--- src/rtl/game_dumper.sv ---
// ---------------------------------------------------------------------------
// game_dumper
//
// Reads a loaded cartridge image back out of SDRAM and emits it as an iNES
// byte stream: a 16-byte header, then the PRG body, then the CHR body.
// This is the read-side partner of the ROM loader and feeds the HPS upload
// path while the NES core is held in reset.
//
// Ports:
//   clk           system clock
//   reset         asynchronous, active-high reset
//   start         one-cycle pulse that begins a dump (ignored while busy)
//   abort         synchronous; returns to IDLE at the next edge
//   mapper_flags  [7:0] mapper, [16] mirroring, [18] four-screen
//   prg_pages     number of 16 KB PRG pages
//   chr_pages     number of 8 KB CHR pages (0 = CHR RAM, no CHR body)
//   mem_addr      SDRAM byte read address
//   mem_read      one-cycle read request
//   mem_ack       read data valid (1 or more cycles after mem_read)
//   mem_data      read byte, sampled with mem_ack
//   out_data      stream byte
//   out_valid     stream byte valid
//   out_ready     downstream accepts when out_valid & out_ready
//   busy          high while a dump is in progress
//   done          one-cycle pulse after the last byte is accepted
// ---------------------------------------------------------------------------
module game_dumper #(
  parameter logic [21:0] CHR_BASE = 22'h200000,
  parameter logic [21:0] PRG_BASE = 22'h000000
) (
  input  logic        clk,
  input  logic        reset,
  input  logic        start,
  input  logic        abort,
  input  logic [31:0] mapper_flags,
  input  logic [7:0]  prg_pages,
  input  logic [7:0]  chr_pages,
  output logic [21:0] mem_addr,
  output logic        mem_read,
  input  logic        mem_ack,
  input  logic [7:0]  mem_data,
  output logic [7:0]  out_data,
  output logic        out_valid,
  input  logic        out_ready,
  output logic        busy,
  output logic        done
);

  typedef enum logic [3:0] {
    S_IDLE,
    S_HDR,
    S_PRG_REQ,
    S_PRG_WAIT,
    S_PRG_OUT,
    S_CHR_REQ,
    S_CHR_WAIT,
    S_CHR_OUT,
    S_FIN
  } state_t;

  state_t      state_reg, state_next;
  logic [3:0]  hdr_idx_reg, hdr_idx_next;
  logic [21:0] offset_reg, offset_next;
  logic [21:0] remaining_reg, remaining_next;
  logic [7:0]  mapper_reg, mapper_next;
  logic        mirroring_reg, mirroring_next;
  logic        four_screen_reg, four_screen_next;
  logic [7:0]  prg_pages_reg, prg_pages_next;
  logic [7:0]  chr_pages_reg, chr_pages_next;
  logic [21:0] mem_addr_reg, mem_addr_next;
  logic        mem_read_reg, mem_read_next;
  logic [7:0]  out_data_reg, out_data_next;
  logic        out_valid_reg, out_valid_next;
  logic        busy_reg, busy_next;
  logic        done_reg, done_next;

  // Region-entry requests raised inside the state case and applied once
  // after it, so every path into a region sets up counters the same way.
  logic        accept;
  logic        go_prg;
  logic        go_chr;
  logic        go_fin;

  // Only the mapper number and the two nametable bits end up in the header.
  logic        unused_flag_bits;
  assign unused_flag_bits = ^{mapper_flags[31:19], mapper_flags[17], mapper_flags[15:8]};

  // ------------------------------------------------------------------
  // Header bytes, built from the snapshot taken at start.
  // ------------------------------------------------------------------
  logic [7:0] hdr_rom [16];

  for (genvar gi = 0; gi < 16; gi++) begin : g_hdr
    if (gi == 0) begin : g_n
      assign hdr_rom[gi] = 8'h4E;
    end else if (gi == 1) begin : g_e
      assign hdr_rom[gi] = 8'h45;
    end else if (gi == 2) begin : g_s
      assign hdr_rom[gi] = 8'h53;
    end else if (gi == 3) begin : g_eof
      assign hdr_rom[gi] = 8'h1A;
    end else if (gi == 4) begin : g_prg
      assign hdr_rom[gi] = prg_pages_reg;
    end else if (gi == 5) begin : g_chr
      assign hdr_rom[gi] = chr_pages_reg;
    end else if (gi == 6) begin : g_flags6
      assign hdr_rom[gi] = {mapper_reg[3:0], four_screen_reg, 2'b00, mirroring_reg};
    end else if (gi == 7) begin : g_flags7
      assign hdr_rom[gi] = {mapper_reg[7:4], 4'h0};
    end else begin : g_pad
      assign hdr_rom[gi] = 8'h00;
    end
  end

  // ------------------------------------------------------------------
  // State and datapath registers
  // ------------------------------------------------------------------
  always_ff @(posedge clk or posedge reset) begin
    if (reset) begin
      state_reg       <= S_IDLE;
      hdr_idx_reg     <= 4'd0;
      offset_reg      <= 22'd0;
      remaining_reg   <= 22'd0;
      mapper_reg      <= 8'd0;
      mirroring_reg   <= 1'b0;
      four_screen_reg <= 1'b0;
      prg_pages_reg   <= 8'd0;
      chr_pages_reg   <= 8'd0;
      mem_addr_reg    <= 22'd0;
      mem_read_reg    <= 1'b0;
      out_data_reg    <= 8'd0;
      out_valid_reg   <= 1'b0;
      busy_reg        <= 1'b0;
      done_reg        <= 1'b0;
    end else begin
      state_reg       <= state_next;
      hdr_idx_reg     <= hdr_idx_next;
      offset_reg      <= offset_next;
      remaining_reg   <= remaining_next;
      mapper_reg      <= mapper_next;
      mirroring_reg   <= mirroring_next;
      four_screen_reg <= four_screen_next;
      prg_pages_reg   <= prg_pages_next;
      chr_pages_reg   <= chr_pages_next;
      mem_addr_reg    <= mem_addr_next;
      mem_read_reg    <= mem_read_next;
      out_data_reg    <= out_data_next;
      out_valid_reg   <= out_valid_next;
      busy_reg        <= busy_next;
      done_reg        <= done_next;
    end
  end

  // ------------------------------------------------------------------
  // Next-state and output logic
  // ------------------------------------------------------------------
  always_comb begin
    state_next       = state_reg;
    hdr_idx_next     = hdr_idx_reg;
    offset_next      = offset_reg;
    remaining_next   = remaining_reg;
    mapper_next      = mapper_reg;
    mirroring_next   = mirroring_reg;
    four_screen_next = four_screen_reg;
    prg_pages_next   = prg_pages_reg;
    chr_pages_next   = chr_pages_reg;
    mem_addr_next    = mem_addr_reg;
    mem_read_next    = 1'b0;           // read request is always a single pulse
    out_data_next    = out_data_reg;
    out_valid_next   = out_valid_reg;
    busy_next        = busy_reg;
    done_next        = 1'b0;
    accept           = out_valid_reg & out_ready;
    go_prg           = 1'b0;
    go_chr           = 1'b0;
    go_fin           = 1'b0;

    if (abort) begin
      // Abort beats everything, including a coincident start. Any read
      // still in flight is forgotten because WAIT is left behind.
      state_next     = S_IDLE;
      out_valid_next = 1'b0;
      busy_next      = 1'b0;
    end else begin
      case (state_reg)
        S_IDLE: begin
          if (start) begin
            mapper_next      = mapper_flags[7:0];
            mirroring_next   = mapper_flags[16];
            four_screen_next = mapper_flags[18];
            prg_pages_next   = prg_pages;
            chr_pages_next   = chr_pages;
            hdr_idx_next     = 4'd0;
            out_data_next    = 8'h4E;      // header byte 0 is fixed
            out_valid_next   = 1'b1;
            busy_next        = 1'b1;
            state_next       = S_HDR;
          end
        end

        S_HDR: begin
          if (accept) begin
            if (hdr_idx_reg == 4'd15) begin
              out_valid_next = 1'b0;
              if (prg_pages_reg != 8'd0) begin
                go_prg = 1'b1;
              end else if (chr_pages_reg != 8'd0) begin
                go_chr = 1'b1;
              end else begin
                go_fin = 1'b1;
              end
            end else begin
              hdr_idx_next  = hdr_idx_reg + 4'd1;
              out_data_next = hdr_rom[hdr_idx_reg + 4'd1];
            end
          end
        end

        S_PRG_REQ: state_next = S_PRG_WAIT;

        S_PRG_WAIT: begin
          if (mem_ack) begin
            out_data_next  = mem_data;
            out_valid_next = 1'b1;
            state_next     = S_PRG_OUT;
          end
        end

        S_PRG_OUT: begin
          if (accept) begin
            out_valid_next = 1'b0;
            offset_next    = offset_reg + 22'd1;
            remaining_next = remaining_reg - 22'd1;
            if (remaining_reg == 22'd1) begin
              if (chr_pages_reg != 8'd0) begin
                go_chr = 1'b1;
              end else begin
                go_fin = 1'b1;
              end
            end else begin
              mem_addr_next = PRG_BASE + offset_reg + 22'd1;
              mem_read_next = 1'b1;
              state_next    = S_PRG_REQ;
            end
          end
        end

        S_CHR_REQ: state_next = S_CHR_WAIT;

        S_CHR_WAIT: begin
          if (mem_ack) begin
            out_data_next  = mem_data;
            out_valid_next = 1'b1;
            state_next     = S_CHR_OUT;
          end
        end

        S_CHR_OUT: begin
          if (accept) begin
            out_valid_next = 1'b0;
            offset_next    = offset_reg + 22'd1;
            remaining_next = remaining_reg - 22'd1;
            if (remaining_reg == 22'd1) begin
              go_fin = 1'b1;
            end else begin
              mem_addr_next = CHR_BASE + offset_reg + 22'd1;
              mem_read_next = 1'b1;
              state_next    = S_CHR_REQ;
            end
          end
        end

        S_FIN: state_next = S_IDLE;

        default: begin
          state_next     = S_IDLE;
          out_valid_next = 1'b0;
          busy_next      = 1'b0;
        end
      endcase

      // The first read of a region is issued on entry, so mem_read is high
      // for the whole REQ cycle and the byte period can be 3 cycles.
      if (go_prg) begin
        offset_next    = 22'd0;
        remaining_next = {prg_pages_reg, 14'b0};
        mem_addr_next  = PRG_BASE;
        mem_read_next  = 1'b1;
        state_next     = S_PRG_REQ;
      end
      if (go_chr) begin
        offset_next    = 22'd0;
        remaining_next = {1'b0, chr_pages_reg, 13'b0};
        mem_addr_next  = CHR_BASE;
        mem_read_next  = 1'b1;
        state_next     = S_CHR_REQ;
      end
      if (go_fin) begin
        done_next  = 1'b1;
        busy_next  = 1'b0;
        state_next = S_FIN;
      end
    end
  end

  assign mem_addr  = mem_addr_reg;
  assign mem_read  = mem_read_reg;
  assign out_data  = out_data_reg;
  assign out_valid = out_valid_reg;
  assign busy      = busy_reg;
  assign done      = done_reg;

endmodule

--- config.mk ---
export PLATFORM = sky130hd
export DESIGN_NAME = game_dumper
export DESIGN_NICKNAME = d
export VERILOG_FILES = /design/src/rtl/game_dumper.sv
export SDC_FILE = /design/constraint.sdc
export NUM_CORES = 1
export LEC_CHECK = 0
export BUFFER_PORTS_ARGS = -buffer_cell sky130_fd_sc_hd__buf_2
export CELL_PAD_IN_SITES_DETAIL_PLACEMENT = 0
export CELL_PAD_IN_SITES_GLOBAL_PLACEMENT = 1
export CORE_ASPECT_RATIO = 0.6
export CORE_MARGIN = 10
export CORE_UTILIZATION = 40
export DETAILED_ROUTE_END_ITERATION = 10
export PLACE_DENSITY_LB_ADDON = 0.1
export SLEW_MARGIN = 20
export SYNTH_ARGS = -nofsm -noshare
export SYNTH_HDL_FRONTEND = slang
export SYNTH_SLANG_ARGS = --single-unit
--- constraint.sdc ---
create_clock -name clk -period 3.3 [get_ports clk]
set_input_delay 0.33 -clock clk [delete_from_list [all_inputs] [get_ports clk]]
set_output_delay 0.33 -clock clk [all_outputs]
set_load 0.05 [all_outputs]
==> results.txt <==
The count of unresolved DRC violations after routing is 0. Synthesis produced 679 cells. The number of buffers on the longest clock path came out at 2. For this run, the top clock speed supported by timing is 357 MHz. Prior to clock tree synthesis, the placed netlist has a worst setup slack of about 0.55 ns. The first global-routing pass estimated ~32 mm of wire. The number of enable flip-flop cells after synthesis is 0. Across every metal layer, demand over resource in global routing totals between 15 and 20%. A synthesized cell averages around 9.5 µm².

The via count of the first global-routing pass came out at between 5,000 and 6,000. Setup repair after global routing left no endpoint under its margin. The critical path data arrival time is approximately 3.1 ns.

The internal portion of total power came out at ~3 mW. The number of antenna-violating nets in the routed design came out at 0. The final period utilization is between 80% and 90%.

The CTS buffer count came out at 9. The number of vias per cell after detailed routing came out at 5.81. The worst-case hold slack came out at 0.119 ns. STA classifies the critical path startpoint as a flop. Setup violations remaining at the end of the flow were counted as 0. The number of antenna violations at the first check in global routing is 0. The sequential area share after synthesis came out at 43.4%. Entering global routing, the biggest net connects slightly above 60 pins. The netlist area before placement came out at approximately 6500 µm². The first routing iteration left approximately 570 violations.

The path type of the worst min-delay path is input pin to asynchronous set/reset pin. Summed over all cells, the static leakage comes to 3.13 nW. Of all nets on the critical path, the largest fanout is 13. The root buffer cell is sky130_fd_sc_hd__clkbuf_16. The final critical-path setup slack came out at slightly below 0.5 ns. For the finished layout, the period the worst path requires is 2.80 ns. Summed over all layers, the global routing overflow is 0.

The worst setup path is captured at a flop. The share of layout cells above drive strength 1 is around a quarter. The clock-pin slew of the registers on the worst-case setup and hold paths came out at 0.08 ns.

Measured against its own limit, the worst slew margin works out to 45.3%. The final total negative setup slack came out at 0 ns. Per report_power, the combinational group accounts for a little under two fifths of the total. The repair_antennas step left the layout with diodes totalling 0. The count of nets after finishing is 826.

The hold violation total from the final report was 0. The count of warnings emitted by yosys is 0. The die boundary width came out at 184 µm.

The run finished with clean final reports. Power spread over the standard cell area amounts to approximately 660 nW/µm². The setup path with the least slack is of type flop to flop.

Row generation in the floorplan step produced 35 rows. The core area came out at 15,600 µm². The number of buffers inserted to repair setup after CTS is 0. The sequential group share of total power came out at 40.0%. The required time at the endpoint of the critical path is between 3 and 4 ns. TritonCTS built the clock tree. Post-CTS repair changed the size of 0 cells.

The routed wire length per instance is 20.3 µm. The via count is 5,613. The number of port buffers is between 70 and 80. The tool flagged a number of max-cap violations equal to 0.

Pin placement for this block handled 96 I/O pins. The largest vdd supply drop came out at ~440 µV. The slew at the pin with the worst max-slew slack is just over 0.8 ns. The net count after synthesis is 747. The number of search-and-repair iterations in the first detailed-routing pass came out at 5. The aggregate routed wire length came out at between 15 and 20 mm. The share of power burned in the clock network came out at 22.2%.

The synthesized design contains between 100 and 150 register bits. The number of max-slew violations in the final report is 0. The layout overhead on the synthesized area came out at 15.6%. Setup slack on the worst reg-to-reg path comes out at 0.50 ns. The design draws roughly 5 mW. The initial core utilization is 41.5%. The final RePlAce weighted congestion is about 0.85. The distinct cell type count of the synthesized netlist is 76. Of the total power, the share spent switching nets is 41.0%.

The HPWL after detailed placement is 14.6 mm. Among all flip-flop cells after synthesis, the most frequent one is sky130_fd_sc_hd__dfrtp_1. The net switching power figure came out at ~2.0 mW. In this run the vertical extent of the chip is between 100 and 150 µm. The total number of clock tree sinks came out at around 110. The number of hold buffers added after cts came out at 0. The die outline area is 21,800 µm². The maximum level of the CTS H-tree came out at 3.

The worst clock skew is about 0.012 ns. Clock latency on the worst-skew pair, taken at its later pin, is between 0.3 and 0.4 ns. The share of flip-flops with an asynchronous set or reset came out at 100%.
[synthesized netlist by cell type (14+ instances only)]
library cell	count	area, µm²
sky130_fd_sc_hd__a21oi_1	25	125
sky130_fd_sc_hd__clkbuf_1	24	90.1
sky130_fd_sc_hd__dfrtp_1	112	2800
sky130_fd_sc_hd__inv_1	16	60.1
sky130_fd_sc_hd__mux2_2	26	293
sky130_fd_sc_hd__nand2_1	75	282
sky130_fd_sc_hd__nand3_1	23	115
sky130_fd_sc_hd__nor2_1	55	206
sky130_fd_sc_hd__nor3_1	26	130
sky130_fd_sc_hd__o21ai_0	54	270
sky130_fd_sc_hd__o31ai_1	30	225
sky130_fd_sc_hd__xnor2_1	14	123
sky130_fd_sc_hd__xor2_1	20	175
[cells by family (layout without fill, tap and decap cells)]
logic type	Yosys count	after routing	share of synthesized area, %
buffers and inverters	54	138	3.68
xor gates and xnor gates	34	34	4.61
DFF	112	112	43.4
AOI/OAI and AO/OA	183	183	19.6
muxes	37	37	7.07
and+or+nand+nor	253	253	20.5
adders and majority gates	6	6	1.16
[worst paths after layout]
check,endpoint,cells past startpoint,from
max,offset_reg[15],7,chr_pages_reg[0]
min,mem_read,2,reset
max reg2reg,offset_reg[15],7,chr_pages_reg[0]
min reg2reg,mem_addr[16],2,mem_addr[16]
max in group asynchronous,remaining_reg[16],3,reset
min in group clk,chr_pages_reg[1],2,chr_pages[1]
[cell type report]
type	count	area [µm²]
Sequential cell	112	2800
Multi-Input combinational cell	513	3420
Clock inverter	7	66.3
Timing Repair Buffer	106	638
Tap cell	203	254
Inverter	16	62.6
Clock buffer	9	225
Fill cell	1509	8120
[layer usage]
layer | vias up | wire, µm | global-route usage [%]
li1 | 2664 | - | -
met1 | 2741 | 10400 | 29.9
met2 | 197 | 7440 | 22.7
met3 | 11 | 1620 | 3.82
met4 | 0 | 148 | 3.47
met5 | - | 0 | 0
[metrics by stage]
stage                     area (µm²)  util (%)  std cells
final                           7470      47.9        966
after global routing            7470      47.9        966
after CTS                       7470      47.9        966
after detailed placement        7180      46.1        950
after global placement          7180      46.1        950
after floorplan                 6460         -        679
[worst max-delay path, cell delays in order, from the launching register on]
cell	delay [ns]
sky130_fd_sc_hd__dfrtp_1	0.47
sky130_fd_sc_hd__nor4_1	0.50
sky130_fd_sc_hd__buf_4	0.23
sky130_fd_sc_hd__and2_1	0.39
sky130_fd_sc_hd__a21oi_2	0.11
sky130_fd_sc_hd__nor2_1	0.21
sky130_fd_sc_hd__nand2_1	0.42
sky130_fd_sc_hd__o31ai_1	0.37
[power groups by stage]
stage / clock (mW) / sequential, mW / combinational [mW]
final: 1.10 / 1.98 / 1.88
after global routing: 1.20 / 2.03 / 2.05
after CTS: 1.13 / 1.98 / 1.87
after floorplan: 0 / 2.13 / 1.13
after detailed placement: 0 / 2.00 / 1.86
after global placement: 0 / 1.99 / 1.84
[cells in the final DEF (no fill, tap or decap), types with 7 or more instances in the layout]
master / instances
sky130_fd_sc_hd__a211oi_1: 7
sky130_fd_sc_hd__buf_4: 31
sky130_fd_sc_hd__a31oi_1: 13
sky130_fd_sc_hd__inv_1: 15
sky130_fd_sc_hd__nor3_1: 26
sky130_fd_sc_hd__nor4_1: 9
sky130_fd_sc_hd__mux2i_1: 7
sky130_fd_sc_hd__o31ai_1: 30
sky130_fd_sc_hd__a21oi_1: 25
sky130_fd_sc_hd__xor2_1: 20
sky130_fd_sc_hd__buf_2: 73
sky130_fd_sc_hd__clkbuf_16: 9
sky130_fd_sc_hd__xnor2_1: 14
sky130_fd_sc_hd__mux2_2: 26
sky130_fd_sc_hd__nor2_1: 55
sky130_fd_sc_hd__o21ai_0: 54
sky130_fd_sc_hd__nand4_1: 9
sky130_fd_sc_hd__nand3_1: 23
sky130_fd_sc_hd__dfrtp_1: 112
sky130_fd_sc_hd__nand2_1: 75
Power figures use the tool's default switching activity.
